File: src/rtl/route_sched.sv
// Round-robin route scheduler: grants one of four sources a fixed-length path
// through a downstream mux/demux router, with one dead cycle between routes.
module route_sched #(
  parameter int DWELL_W = 4
) (
  input  logic               clk,
  input  logic               rst,
  input  logic [3:0]         req,
  input  logic [7:0]         dest_cfg,
  input  logic [DWELL_W-1:0] dwell,
  output logic [1:0]         muxaddr,
  output logic [1:0]         dmuxaddr,
  output logic               route_en,
  output logic [3:0]         gnt,
  output logic               busy
);

  typedef enum logic [1:0] {
    IDLE = 2'd0,
    HOLD = 2'd1,
    GAP  = 2'd2
  } state_t;

  state_t             state_q, state_d;
  logic [DWELL_W-1:0] cnt_q, cnt_d;
  logic [1:0]         ptr_q, ptr_d;
  logic [1:0]         mux_q, mux_d;
  logic [1:0]         dmux_q, dmux_d;
  logic [2:0]         pick;
  logic [DWELL_W-1:0] dwell_eff;

  // Returns {found, index}; scanning from the far end lets the first source
  // in the order ptr+1, ptr+2, ptr+3, ptr overwrite the later candidates.
  function automatic logic [2:0] rr_pick(input logic [3:0] r, input logic [1:0] p);
    logic [1:0] idx;
    rr_pick = 3'b000;
    for (int i = 4; i >= 1; i--) begin
      idx = p + i[1:0];
      if (r[idx]) rr_pick = {1'b1, idx};
    end
  endfunction

  assign pick      = rr_pick(req, ptr_q);
  assign dwell_eff = (dwell == '0) ? DWELL_W'(1) : dwell;

  always_comb begin
    state_d  = state_q;
    cnt_d    = cnt_q;
    ptr_d    = ptr_q;
    mux_d    = mux_q;
    dmux_d   = dmux_q;
    route_en = 1'b0;
    gnt      = 4'b0000;
    busy     = 1'b0;
    unique case (state_q)
      IDLE: begin
        if (pick[2]) begin
          state_d = HOLD;
          ptr_d   = pick[1:0];
          mux_d   = pick[1:0];
          dmux_d  = dest_cfg[2*pick[1:0] +: 2];
          cnt_d   = dwell_eff;
        end
      end
      HOLD: begin
        route_en = 1'b1;
        gnt      = 4'b0001 << mux_q;
        busy     = 1'b1;
        cnt_d    = cnt_q - DWELL_W'(1);
        if (cnt_q <= DWELL_W'(1)) state_d = GAP;
      end
      GAP: begin
        busy    = 1'b1;
        state_d = IDLE;
      end
      default: state_d = IDLE;
    endcase
  end

  // Pointer resets to 3 so the first search after reset starts at source 0.
  always_ff @(posedge clk) begin
    if (rst) begin
      state_q <= IDLE;
      cnt_q   <= '0;
      ptr_q   <= 2'd3;
      mux_q   <= 2'd0;
      dmux_q  <= 2'd0;
    end else begin
      state_q <= state_d;
      cnt_q   <= cnt_d;
      ptr_q   <= ptr_d;
      mux_q   <= mux_d;
      dmux_q  <= dmux_d;
    end
  end

  assign muxaddr  = mux_q;
  assign dmuxaddr = dmux_q;

endmodule

File: config.mk
export PLATFORM = sky130hd
export DESIGN_NAME = route_sched
export DESIGN_NICKNAME = d
export VERILOG_FILES = /design/src/rtl/route_sched.sv
export SDC_FILE = /design/constraint.sdc
export NUM_CORES = 1
export LEC_CHECK = 0
export CAP_MARGIN = 20
export CORE_MARGIN = 3
export CORE_UTILIZATION = 43
export DETAILED_ROUTE_END_ITERATION = 12
export MAX_ROUTING_LAYER = met4
export PLACE_DENSITY = 0.77
export SLEW_MARGIN = 20
export SYNTH_ARGS = -nofsm -noshare
export SYNTH_HDL_FRONTEND = slang
export SYNTH_SLANG_ARGS = --single-unit
File: constraint.sdc
create_clock -name clk -period 2 [get_ports clk]
set_clock_uncertainty 0.1 [all_clocks]
set_input_delay 0.2 -clock clk [delete_from_list [all_inputs] [get_ports clk]]
set_output_delay 0.2 -clock clk [all_outputs]
set_load 0.03 [all_outputs]
==> results.cfg <==
[critical_path]
crit_type = flip-flop to output port
max_stage_delay_ps = 660
setup.worst_path.start_class = flip-flop
crit_chain = inv_1, ha_1, clkdlybuf4s50_1
slowest_stage = clkdlybuf4s50_1
cp_max_fo = 3
cp.arrival_ps = 1600
cp-end-kind = output port
cp.required_ps = 1700

[sta]
tightest_slew_ps = 356
period_share_pct = 95.1
tns_ps = 0
fmax_mhz = 526
setup_viol = 0
min_period_ps = 1900
setup_ws_ps = 97.5
hold_viol_final = 0
drv_slew = 0
slew_headroom_pct = 76.1
whs_ps = 413
rsz0062_at_grt = false

[logic_synthesis]
netlist_area_um2 = 776
synth_top_family_by_area = simple AND/OR/NAND/NOR gates
synth-adder-area-share_pct = 6.45
yosys.cell_types.count = 31
ys_seq_area_share_pct = 31.0
synth-seq-cells = 12
synthFlopType = dfxtp_1
synth_area_leaders = dfxtp_1 (31%), a21oi_1 (7.1%), ha_1 (6.5%)
synthMuxAreaShare_pct = 9.35
synth-xor-area-share_pct = 0
ys_top_cells_by_count = dfxtp_1 (12), a21oi_1 (11), nor2_1 (10)
ys_warn_count = 0
synth.most_common_cell = dfxtp_1
syn_inst = 97
synth.net_count = 119
synth.top_cell.area_share_pct = 31.0
synth-edff-count = 0
avgSynthCellArea_um2 = 8.00
synthSimpleGateAreaFrac_pct = 29.8
post-synth-top-area-cell = dfxtp_1
synth-compound-area-share_pct = 19.5
postSynth.asyncResetShare_pct = 0

[drt]
wl_um = 1830
top_layer = met4
vias = 827
via_per_inst = 5.30
postRouteAntennaNets = 0
wl_met1_um = 853
wl_per_cell_um = 11.7
wl_met2_um = 857
dr.pass1.iters = 4
drc = 0
wl_met3_um = 105
drt_iter0_drc = 15

[global_routing]
grt_usage_pct = 17.2
grt_pass1_wl_um = 3190
grt_max_degree = 16
antenna_found_initial = 0
first_global_vias = 735
grt-ovfl-total = 0

[die]
die_y_um = 48.5
io_pins = 28
die_w_um = 48.5
coreArea_mm2 = 0.00159
rows = 14
dieArea_mm2 = 0.00235
initial_core_util_pct = 48.7

[clock_tree]
post_cts_buffers = 0
cts_hold_buf = 0
cts_tree = built
h-tree-depth = 1
postCtsResizedCells = 0
clkLatencyLatePin_ps = 270
clkSinkCount = 12
root_buffer = clkbuf_4
cts_made_buffers = 3
path_clk_slew_ps = 80
cts_buffer_depth = 2

[pwr]
p_per_area_mw_per_mm2 = 1440
leakagePower_nw = 0.471
irDropWorstVdd_uv = 844
power_mw = 1.66

[placed_design]
dpl_worst_slack_ps = -50.6
io_buffers = 27
routabilityCongestion = 0.716
place_hpwl_um = 1460

[run_status]
status = finished clean

[layout]
nets = 155
drive_gt1_share_pct = 18.9
area_delta_synth_final_pct = 48.7
n_antenna_cell = 0

[run]
cap_violations = 0

[hold_path]
min_path_type = flip-flop to flip-flop
critical path: cells and delay by family (launching register included):
| family | cells | cell delay (ps) |
|---|---|---|
| adders and majority gates | 1 | 260 |
| buffers and inverters | 2 | 710 |
| DFF | 1 | 360 |
worst paths after layout:
path	from	to	slack, ps	cells after the start
worst min register to register	cnt_q[3]	cnt_q[3]	410	2
worst min-delay path	cnt_q[3]	cnt_q[3]	410	2
worst max-delay path	state_q[0]	busy	100	3
worst max register to register	state_q[1]	cnt_q[2]	390	6
layer usage:
metal / track usage [%] / vias up
li1: - / 416
met1: 22.9 / 387
met2: 25.9 / 22
met3: 4.60 / 2
met4: 4.27 / 0
met5: - / -
kinds of logic after synthesis:
group                    after synthesis
buffers and inverters                  8
AO/OA/AOI/OAI                         24
adder cells (fa/ha/maj)                4
flip-flops                            12
multiplexers                           6
AND/OR/NAND/NOR                       43
stage by stage:
step	cell area, um^2	std cells	util (%)
after detailed placement	1120	152	70.1
after CTS	1150	156	72.4
final	1150	156	72.4
after global placement	1120	152	70.1
after floorplan	786	97	-
after global routing	1150	156	72.4
flip-flops by register name, indices dropped and copies added, names as in the netlist:
name	flops
muxaddr	2
state_q	2
dmuxaddr	2
ptr_q	2
cnt_q	4
layout by cell type, fill, tap and decap left out, drive strengths merged:
cell type,netlist,layout
nor4,1,1
nand3b,2,2
o31ai,1,1
o21bai,1,1
nand2b,3,3
a21oi,11,11
mux2i,6,6
ha,4,4
a31oi,1,1
o31a,1,1
inv,5,5
o221ai,2,2
nor2b,2,2
a211oi,3,3
or2b,1,1
o22ai,1,1
o21ai,3,3
nand2,8,8
nor3,7,7
dfxtp,12,12
nor2,10,10
or4,1,1
buf,0,11
clkbuf,3,4
and3,1,1
and2,2,2
nor3b,3,3
or2,2,2
clkdlybuf4s50,0,23
where the power goes:
part,total [mW],switching [mW],internal [mW]
combinational,1.02,0.541,0.480
clock,0.188,0.0773,0.110
sequential,0.455,0.111,0.344
total,1.66,0.730,0.934
final cells by class:
type / instances / area, um^2
Inverter: 5 / 18.8
Tap cell: 24 / 30.0
Fill cell: 129 / 440
Timing Repair Buffer: 34 / 313
Clock buffer: 4 / 36.3
Sequential cell: 12 / 240
Multi-Input combinational cell: 77 / 515
Power figures use the tool's default switching activity.
